<file path="config.mk">
export PLATFORM = sky130hd
export DESIGN_NAME = jk_latch_driver
export DESIGN_NICKNAME = d
export VERILOG_FILES = /design/src/rtl/jk_latch_driver.sv
export SDC_FILE = /design/constraint.sdc
export NUM_CORES = 1
export LEC_CHECK = 0
export CAP_MARGIN = 20
export CORE_MARGIN = 4
export CORE_UTILIZATION = 43
export DETAILED_ROUTE_END_ITERATION = 16
export PLACE_DENSITY = 0.84
export RECOVER_POWER = 25
export SLEW_MARGIN = 20
export SYNTH_ARGS = -nofsm -noshare
export SYNTH_HDL_FRONTEND = slang
export SYNTH_SLANG_ARGS = --single-unit
</file>
<file path="constraint.sdc">
create_clock -name clock -period 2 [get_ports clock]
set_clock_uncertainty 0.15 [all_clocks]
set_input_delay 0.2 -clock clock [delete_from_list [all_inputs] [get_ports clock]]
set_output_delay 0.2 -clock clock [all_outputs]
set_load 0.03 [all_outputs]
</file>
<file path="src/rtl/jk_latch_driver.sv">
// ---------------------------------------------------------------------------
// jk_latch_driver
//
// Purpose:
//   Command-side driver for a bank of gated JK latches. A target vector is
//   accepted over a valid/ready handshake. J/K excitation is derived from the
//   latch outputs seen at acceptance. The shared latch enable is then pulsed
//   for PULSE_CYCLES, followed by SETTLE_CYCLES of quiet time. The latch rails
//   are read back and a pass/mismatch response is returned over a second
//   valid/ready handshake.
//
// Optional feature:
//   JK_DRIVER_READBACK_EN - when defined, a CHECK state samples latchOut and
//   latchNotout and builds the response from them. When undefined, CHECK is
//   skipped, the response is always ok with no mismatches, and latchNotout is
//   ignored.
//
// Ports:
//   clock          single clock, rising edge
//   reset          synchronous, active-high
//   reqValid       request present
//   reqTarget      desired latch state [WIDTH]
//   reqReady       driver can accept a request (IDLE only)
//   enable         latch-bank enable, shared by all bits
//   jack / kilby   per-bit J / K excitation [WIDTH]
//   latchOut       latch out rails [WIDTH]
//   latchNotout    latch notout rails [WIDTH]
//   respValid      response present (DONE)
//   respOk         all bits match and the rails are complementary
//   respMismatch   per-bit failure flags [WIDTH]
//   respReady      consumer takes the response
// ---------------------------------------------------------------------------
module jk_latch_driver #(
  parameter int WIDTH         = 4,
  parameter int PULSE_CYCLES  = 2,
  parameter int SETTLE_CYCLES = 1
) (
  input  logic             clock,
  input  logic             reset,
  input  logic             reqValid,
  input  logic [WIDTH-1:0] reqTarget,
  output logic             reqReady,
  output logic             enable,
  output logic [WIDTH-1:0] jack,
  output logic [WIDTH-1:0] kilby,
  input  logic [WIDTH-1:0] latchOut,
  input  logic [WIDTH-1:0] latchNotout,
  output logic             respValid,
  output logic             respOk,
  output logic [WIDTH-1:0] respMismatch,
  input  logic             respReady
);

  localparam int CNT_MAX = (PULSE_CYCLES > SETTLE_CYCLES) ? PULSE_CYCLES : SETTLE_CYCLES;
  localparam int CNT_W   = $clog2(CNT_MAX + 1);

  // Counters count down to zero; the load value is "cycles in state" - 1.
  localparam logic [CNT_W-1:0] PULSE_LOAD  = CNT_W'(PULSE_CYCLES - 1);
  localparam logic [CNT_W-1:0] SETTLE_LOAD = CNT_W'((SETTLE_CYCLES > 0) ? SETTLE_CYCLES - 1 : 0);

  localparam logic [2:0] ST_IDLE   = 3'd0;
  localparam logic [2:0] ST_DRIVE  = 3'd1;
  localparam logic [2:0] ST_SETTLE = 3'd2;
  localparam logic [2:0] ST_CHECK  = 3'd3;
  localparam logic [2:0] ST_DONE   = 3'd4;

`ifdef JK_DRIVER_READBACK_EN
  localparam logic [2:0] ST_AFTER_SETTLE = ST_CHECK;
`else
  localparam logic [2:0] ST_AFTER_SETTLE = ST_DONE;
`endif
  // A zero-length settle phase is skipped entirely.
  localparam logic [2:0] ST_AFTER_DRIVE = (SETTLE_CYCLES == 0) ? ST_AFTER_SETTLE : ST_SETTLE;

  logic [2:0]       state_q, state_d;
  logic [CNT_W-1:0] cnt_q, cnt_d;
  logic             rdy_q;
  logic             en_q;
  logic [WIDTH-1:0] jack_q, kilby_q;
  logic             vld_q;
  logic             ok_q;
  logic [WIDTH-1:0] mism_q;
  logic             accept;

  // reqReady is registered so it stays low through the reset edge and only
  // rises on the first edge where reset is seen low.
  assign accept = (state_q == ST_IDLE) & rdy_q & reqValid;

  always_comb begin
    state_d = state_q;
    cnt_d   = cnt_q;
    case (state_q)
      ST_IDLE: begin
        if (accept) begin
          state_d = ST_DRIVE;
          cnt_d   = PULSE_LOAD;
        end
      end
      ST_DRIVE: begin
        if (cnt_q == '0) begin
          state_d = ST_AFTER_DRIVE;
          cnt_d   = SETTLE_LOAD;
        end else begin
          cnt_d = cnt_q - CNT_W'(1);
        end
      end
      ST_SETTLE: begin
        if (cnt_q == '0) begin
          state_d = ST_AFTER_SETTLE;
        end else begin
          cnt_d = cnt_q - CNT_W'(1);
        end
      end
`ifdef JK_DRIVER_READBACK_EN
      ST_CHECK: begin
        state_d = ST_DONE;
      end
`endif
      ST_DONE: begin
        if (respReady) begin
          state_d = ST_IDLE;
        end
      end
      default: begin
        state_d = ST_IDLE;
      end
    endcase
  end

`ifdef JK_DRIVER_READBACK_EN
  logic [WIDTH-1:0] target_q;
  logic [WIDTH-1:0] mism_check;

  // A bit fails if it missed its target or its two rails agree.
  assign mism_check = (latchOut ^ target_q) | ~(latchOut ^ latchNotout);
`else
  logic unused_notout;
  assign unused_notout = ^latchNotout;
`endif

  always_ff @(posedge clock) begin
    if (reset) begin
      state_q <= ST_IDLE;
      cnt_q   <= '0;
      rdy_q   <= 1'b0;
      en_q    <= 1'b0;
      jack_q  <= '0;
      kilby_q <= '0;
      vld_q   <= 1'b0;
      ok_q    <= 1'b0;
      mism_q  <= '0;
`ifdef JK_DRIVER_READBACK_EN
      target_q <= '0;
`endif
    end else begin
      state_q <= state_d;
      cnt_q   <= cnt_d;
      rdy_q   <= (state_d == ST_IDLE);
      en_q    <= (state_d == ST_DRIVE);
      vld_q   <= (state_d == ST_DONE);

      // Excitation: set bits that are low but wanted high, reset bits that
      // are high but wanted low. J=K=1 cannot arise from these two terms.
      if (accept) begin
        jack_q  <= reqTarget & ~latchOut;
        kilby_q <= ~reqTarget & latchOut;
      end else if (state_d != ST_DRIVE) begin
        jack_q  <= '0;
        kilby_q <= '0;
      end

`ifdef JK_DRIVER_READBACK_EN
      if (accept) begin
        target_q <= reqTarget;
      end
      if (state_q == ST_CHECK) begin
        mism_q <= mism_check;
        ok_q   <= ~|mism_check;
      end
`else
      if ((state_q != ST_DONE) && (state_d == ST_DONE)) begin
        mism_q <= '0;
        ok_q   <= 1'b1;
      end
`endif
    end
  end

  assign reqReady     = rdy_q;
  assign enable       = en_q;
  assign jack         = jack_q;
  assign kilby        = kilby_q;
  assign respValid    = vld_q;
  assign respOk       = ok_q;
  assign respMismatch = mism_q;

endmodule

</file>
==> results by group, run 1 <==
Setup path
  – Endpoint kind of the worst setup timing path: flip-flop
  – Critical path, cell by cell: inv_1, ha_1, nor4b_4, buf_4, a32oi_1, nor2_1
  – Required time of the critical path: 2080 ps
  – Critical Path Source Type: flip-flop
  – Number of buffers and inverters on the critical path: 2
  – Worst Path Max Fanout: 6
  – Worst EP arrival: 1820 ps
  – Stage delay of the slowest cell on the critical path: ~410 ps
  – Category of cells accounting for the largest share of critical-path delay: simple AND/OR/NAND/NOR gates
  – Cell with the largest stage delay on the worst path: nor4b_4
  – Type of the setup path with the least slack: reg -> reg

GRT
  – Global-route usage over all layers: 0.143
  – First-pass GRT wire length: 2.85 mm
  – Vias in the first global route: 698
  – Number of antenna violations at the first check in global routing: 0
  – Maximum number of pins on one net before global-route repair: 13
  – Grt ovf: 0

STA
  – Final critical-path required period: 1740 ps
  – Number of slew-limit violations in the final report: 0
  – Period utilization: 0.871
  – Worst hold slack: 323 ps
  – Achievable Freq: 574 MHz
  – Setup TNS after final layout: 0 ps
  – Total setup violations reported at the end of the flow: 0
  – Setup repair after global routing missed its margin: no
  – Hold violation count in the final report: 0

Place
  – Final HPWL from detailed placement: 1.29 mm
  – Final weighted congestion in routability-driven placement: 0.759
  – Number of port buffers: 23

Route
  – Routed WL: 1.76 mm
  – Via count: 705
  – Post-DRT Antenna Nets: 0
  – Post-DR vias/cell: 5.04
  – Drt initial violations: 9
  – Number of DRC violations after detailed routing: 0
  – DR WL/cell: 12.6 µm
  – First-pass detailed-route iteration total: 4

CTS
  – Clk sink count: 17
  – Post-CTS sizing: 0
  – TritonCTS clock tree: done
  – Deepest level of the CTS H-tree: 1
  – TritonCTS Buffers: 3
  – CTS clk-pin slew, worst paths: 100 ps
  – Root cell of the clock tree: clkbuf_4
  – Hold bufs inserted after CTS: 0
  – Clock insertion delay at the later pin of the skew report: about 300 ps
  – Worst-case clock buffer depth: 2
  – Post CTS Setup Buffer Count: 0

Run status
  – Outcome: finished, final reports clean

Power
  – Pwr/cell area: between 600 and 700 mW/mm²
  – Worst supply voltage drop on vdd: between 400 and 500 µV
  – Final Power: 0.723 mW
  – Leakage power summed over all cells: 0.399 nW

Synth
  – EDFF count, synth: 0
  – Most common flop cell mapped by yosys: dfxtp_1
  – Main area contributors after synthesis: dfxtp_1 (39%), a32oi_1 (8.0%), nor2b_1 (7.2%)
  – Async set or reset register ratio after synthesis: 0
  – Largest area contributor in the netlist: dfxtp_1
  – Flip-flop and latch count after synthesis: 17
  – Most used standard cell by instance count after synthesis: dfxtp_1
  – Mux cell area share after synthesis: 0.0243
  – Post-synthesis simple-gate area fraction: 0.279
  – Top-area cell type share of the netlist area: 0.389
  – Distinct cells, synth: 31
  – Sequential fraction of the synthesis area: 0.389
  – Most used standard cells in the synthesized netlist: dfxtp_1 (17), nor2_1 (11), nor2b_1 (10)
  – Mapped Cells: 90
  – Post-Synth Adder-Cell Area: 0.0429
  – Mean area per synthesized cell: between 9 and 10 µm²
  – Combinational family with the most area after synthesis: simple AND/OR/NAND/NOR gates
  – Area share of xor/xnor cells in the synthesized design: 0
  – Yosys synthesis warning count: 0
  – Compound-gate portion of the synthesized area: 0.163
  – Post-synthesis instance area: 875 µm²

Min path
  – Hold crit path type: reg -> reg

Die
  – Boundary Pins: 32
  – Placeable core region: 0.00194 mm²
  – Height of the die: between 50 and 60 µm
  – Number of rows in the core area: 16
  – Effective utilization at floorplan: 0.450
  – Die area: 0.00282 mm²
  – Die boundary width: between 50 and 60 µm

Final layout
  – Filler Cells Inserted: 188
  – Post-layout net count: 133
  – Number of diodes added for antenna fixing: 0
  – Sequential Area: 340 µm²
  – Synthesis-to-finish area growth: 28.8%
  – Layout cells sized above 1: 0.0885
  – Multi-input logic area: 458 µm²

Job
  – Max-cap violations: 0
## routing by layer
layer | track usage | up-vias | routed length [µm]
met5 | 0 | - | 0
met4 | 0.106 | 0 | 59
met3 | 0.0310 | 5 | 66
met2 | 0.250 | 15 | 853
met1 | 0.146 | 330 | 783
li1 | - | 355 | -
## flip-flops by register name, indices dropped and copies added (netlist names)
signal,cells
jack,4
kilby,4
state_q,3
cnt_q,2
enable,1
reqReady,1
respOk,1
respValid,1
## cell type report
class                      instances  share of cell area
multi-input combinational         62               0.407
sequential                        17               0.302
timing repair buffer              26               0.224
tap                               27              0.0300
clock buffer                       4              0.0233
inverter                           4              0.0133
## path summary, 6_finish.rpt
kind | slack (ps) | from | to | depth (start not counted)
worst max-delay path | 260 | cnt_q[0]$_SDFFE_PP0P_ | kilby[2]$_SDFFE_PP0P_ | 6
worst min-delay path | 320 | respOk$_SDFFE_PP0P_ | respOk$_SDFFE_PP0P_ | 2
worst max register to register | 260 | cnt_q[0]$_SDFFE_PP0P_ | kilby[2]$_SDFFE_PP0P_ | 6
worst min register to register | 320 | respOk$_SDFFE_PP0P_ | respOk$_SDFFE_PP0P_ | 2
## per-stage QoR
stage	area [µm²]	std cells	setup WS, ps	util
6_report	1130	140	259	0.580
2_1_floorplan	886	93	410	-
5_1_grt	1130	140	148	0.580
3_3_place_gp	1100	136	337	0.568
3_5_place_dp	1100	136	287	0.568
4_1_cts	1130	140	263	0.581
## cells by family after synthesis
logic type,Yosys count
adder cells (fa/ha/maj),3
buffers and inverters,14
AO/OA/AOI/OAI,15
multiplexers,2
other,1
AND/OR/NAND/NOR,38
flip-flops,17
## worst min-delay path, stage by stage, from the launching register on
cell and delay [ps]:
dfxtp_1 330, a41oi_1 40, nor2_1 70
## power by group
| group | internal, mW | total [mW] | switching, mW |
|---|---|---|---|
| Sequential | 0.354 | 0.371 | 0.0165 |
| Clock | 0.0779 | 0.189 | 0.112 |
| Combinational | 0.0765 | 0.163 | 0.0867 |
| Total | 0.509 | 0.723 | 0.215 |
## layout by cell type (no fill, tap or decap), drive strengths merged
master / n
a21oi: 3
a32oi: 8
a41oi: 1
and2: 1
and3b: 1
buf: 3
clkbuf: 4
clkdlybuf4s50: 23
conb: 4
dfxtp: 17
ha: 3
inv: 4
mux2: 1
mux2i: 1
nand2b: 2
nand3b: 2
nor2: 11
nor2b: 10
nor3: 4
nor3b: 1
nor4b: 2
nor4bb: 2
o21ai: 2
o32ai: 1
or2: 1
or3b: 1
(Power assumes the default switching activity.)
==> inputs of run 2 (changes only) <==
- TNS_END_PERCENT: unset -> 50
==> results of run 2 <==
The final DEF is identical to that of run 1; final timing and power are the same.
==> inputs of run 3 (changes only) <==
- CORE_UTILIZATION: 43 -> 50
- DONT_BUFFER_PORTS: unset -> 1
- PLACE_DENSITY: 0.84 -> 0.71
==> results by group, run 3 (synthesis gave the netlist of run 1 again) <==
Die
  – Die area: 0.00248 mm² (-12%)
  – Boundary Pins: 32 (unchanged)
  – Die boundary width: 49.8 µm (-6.2%)
  – Number of rows in the core area: 14 (-2)
  – Placeable core region: 0.00158 mm² (-19%)
  – Effective utilization at floorplan: 0.555 (+0.104)
  – Height of the die: 49.8 µm (-6.2%)

Route
  – DR WL/cell: 14.5 µm (+15%)
  – Routed WL: 1.54 mm (-13%)
  – Drt initial violations: 8 (-1)
  – Via count: 619 (-12%)
  – Number of DRC violations after detailed routing: 0 (unchanged)
  – Post-DR vias/cell: 5.84 (+16%)
  – First-pass detailed-route iteration total: 3 (-1)
  – Post-DRT Antenna Nets: 0 (unchanged)

Final layout
  – Synthesis-to-finish area growth: 1.43%
  – Final cell count without fillers: 106 (-24%)
  – Finished Core Util: 0.563 (-0.0172)
  – Non-Filler Cell Area, Final: 887 µm² (-21%)
  – Number of diodes added for antenna fixing: 0 (unchanged)
  – Commonest cells after routing, fill and taps aside: dfxtp_1 (17), nor2_1 (11), nor2b_1 (10)
  – Post-layout net count: 110 (-17%)
  – Most common library cell in the layout ignoring fill and taps: dfxtp_1
  – Layout cells sized above 1: 0.111 (+0.0226)

Setup path
  – Critical Path Source Type: flip-flop
  – Required time of the critical path: 2030 ps (-50 ps)
  – Type of the setup path with the least slack: reg -> reg
  – Cell with the largest stage delay on the worst path: dfxtp_1
  – Worst EP arrival: 1730 ps (-90 ps)
  – Endpoint kind of the worst setup timing path: flip-flop
  – Worst Path Max Fanout: 6 (unchanged)
  – Stage delay of the slowest cell on the critical path: 350 ps (-60 ps)
  – Critical path, cell by cell: inv_1, ha_1, o32ai_4, mux2_1

CTS
  – Clock insertion delay at the later pin of the skew report: 280 ps (-20 ps)
  – Post CTS Setup Buffer Count: 0 (unchanged)
  – TritonCTS Buffers: 3 (unchanged)
  – CTS clk-pin slew, worst paths: 90 ps (about the same)
  – Hold bufs inserted after CTS: 1 (+1)
  – Post-CTS sizing: 0 (unchanged)
  – Root cell of the clock tree: clkbuf_4
  – Deepest level of the CTS H-tree: 1 (unchanged)
  – Worst-case clock buffer depth: 2 (unchanged)
  – Clk sink count: 17 (unchanged)
  – TritonCTS clock tree: done

Power
  – Worst supply voltage drop on vdd: 423 µV (+4.5%)
  – Leakage power summed over all cells: 0.317 nW (-20%)
  – Pwr/cell area: 756 mW/mm² (+18%)

STA
  – Relative slew slack: 0.595
  – Period utilization: 0.850 (-0.0203)
  – Final critical-path required period: 1700 ps (-40.5 ps)
  – Setup repair after global routing missed its margin: no
  – Total setup violations reported at the end of the flow: 0 (unchanged)
  – Number of slew-limit violations in the final report: 0 (unchanged)
  – Achievable Freq: 588 MHz (+2.4%)
  – Slew at the pin closest to its max-slew limit: 605 ps
  – Hold violation count in the final report: 0 (unchanged)
  – Smallest setup slack after layout: 299 ps (+40.5 ps)
  – Setup TNS after final layout: 0 ps (unchanged)

GRT
  – First-pass GRT wire length: 2.51 mm (-12%)
  – Vias in the first global route: 559 (-20%)
  – Global-route usage over all layers: 0.129 (-0.0133)
  – Grt ovf: 0 (unchanged)
  – Number of antenna violations at the first check in global routing: 0 (unchanged)
  – Maximum number of pins on one net before global-route repair: 18 (+5)

Min path
  – Hold crit path type: in -> reg

Run status
  – Outcome: finished, final reports clean

Place
  – Final HPWL from detailed placement: 1.12 mm (-13%)
  – DP Cell Count: 101 (-26%)
  – Instance area after placement: 851 µm² (-23%)
  – Number of port buffers: 0 (-100%)
  – Dpl ws: 300 ps (+13.9 ps)
  – Final weighted congestion in routability-driven placement: 0.778 (+2.6%)

Job
  – Max-cap violations: 0 (unchanged)
==> run 3: changes by cell type in the layout (fill, tap and decap cells not counted), sizes merged <==
cell / delta
clkdlybuf4s50: -23
buf: -1
dlygate4sd3: +1
==> run 3: critical path: cells and delay by family, from the launching register on <==
kind | cells | cell delay, ps
compound gates | 1 | 350
fa+ha+maj | 1 | 310
buf+inv | 1 | 80
flops | 1 | 350
mux | 1 | 350
==> run 3: final timing paths <==
path                         start                     to  slack [ps]  cells past startpoint
max          cnt_q[0]$_SDFFE_PP0P_  cnt_q[0]$_SDFFE_PP0P_         300                      4
min reg2reg  cnt_q[1]$_SDFFE_PP0P_  cnt_q[1]$_SDFFE_PP0P_         380                      2
min                    latchOut[1]   jack[1]$_SDFFE_PP0P_          60                      3
max reg2reg  cnt_q[0]$_SDFFE_PP0P_  cnt_q[0]$_SDFFE_PP0P_         300                      4
==> run 3: metal layers <==
| layer | global-route usage | vias to the layer above | wire, µm |
|---|---|---|---|
| li1 | - | 310 | - |
| met1 | 0.170 | 288 | 705 |
| met2 | 0.176 | 19 | 693 |
| met3 | 0.0663 | 2 | 129 |
| met4 | 0.0507 | 0 | 8 |
| met5 | 0 | - | 0 |
==> run 3: area by class of cell <==
| type | count | area [µm²] |
|---|---|---|
| repair buffers | 3 | 25.0 |
| flip-flops and latches | 17 | 340 |
| clock buffers | 4 | 26.3 |
| well taps | 16 | 20.0 |
| inverters | 4 | 15.0 |
| multi-input cells | 62 | 460 |
| fillers | 147 | 689 |
==> run 3: power by group <==
| group | switching (mW) | leakage [nW] | internal, mW |
|---|---|---|---|
| combinational | 0.0600 | 0.164 | 0.0443 |
| sequential | 0.0359 | 0.138 | 0.354 |
| clock | 0.0984 | 0.0150 | 0.0774 |
| total | 0.194 | 0.317 | 0.476 |
==> run 3: per-stage QoR <==
step / hold WS (ps) / power [mW]
after detailed placement: 126 / 0.496
after global routing: 43.6 / 0.707
after CTS: 45.8 / 0.678
after global placement: 125 / 0.494
final: 55.6 / 0.670
after floorplan: 332 / 0.493
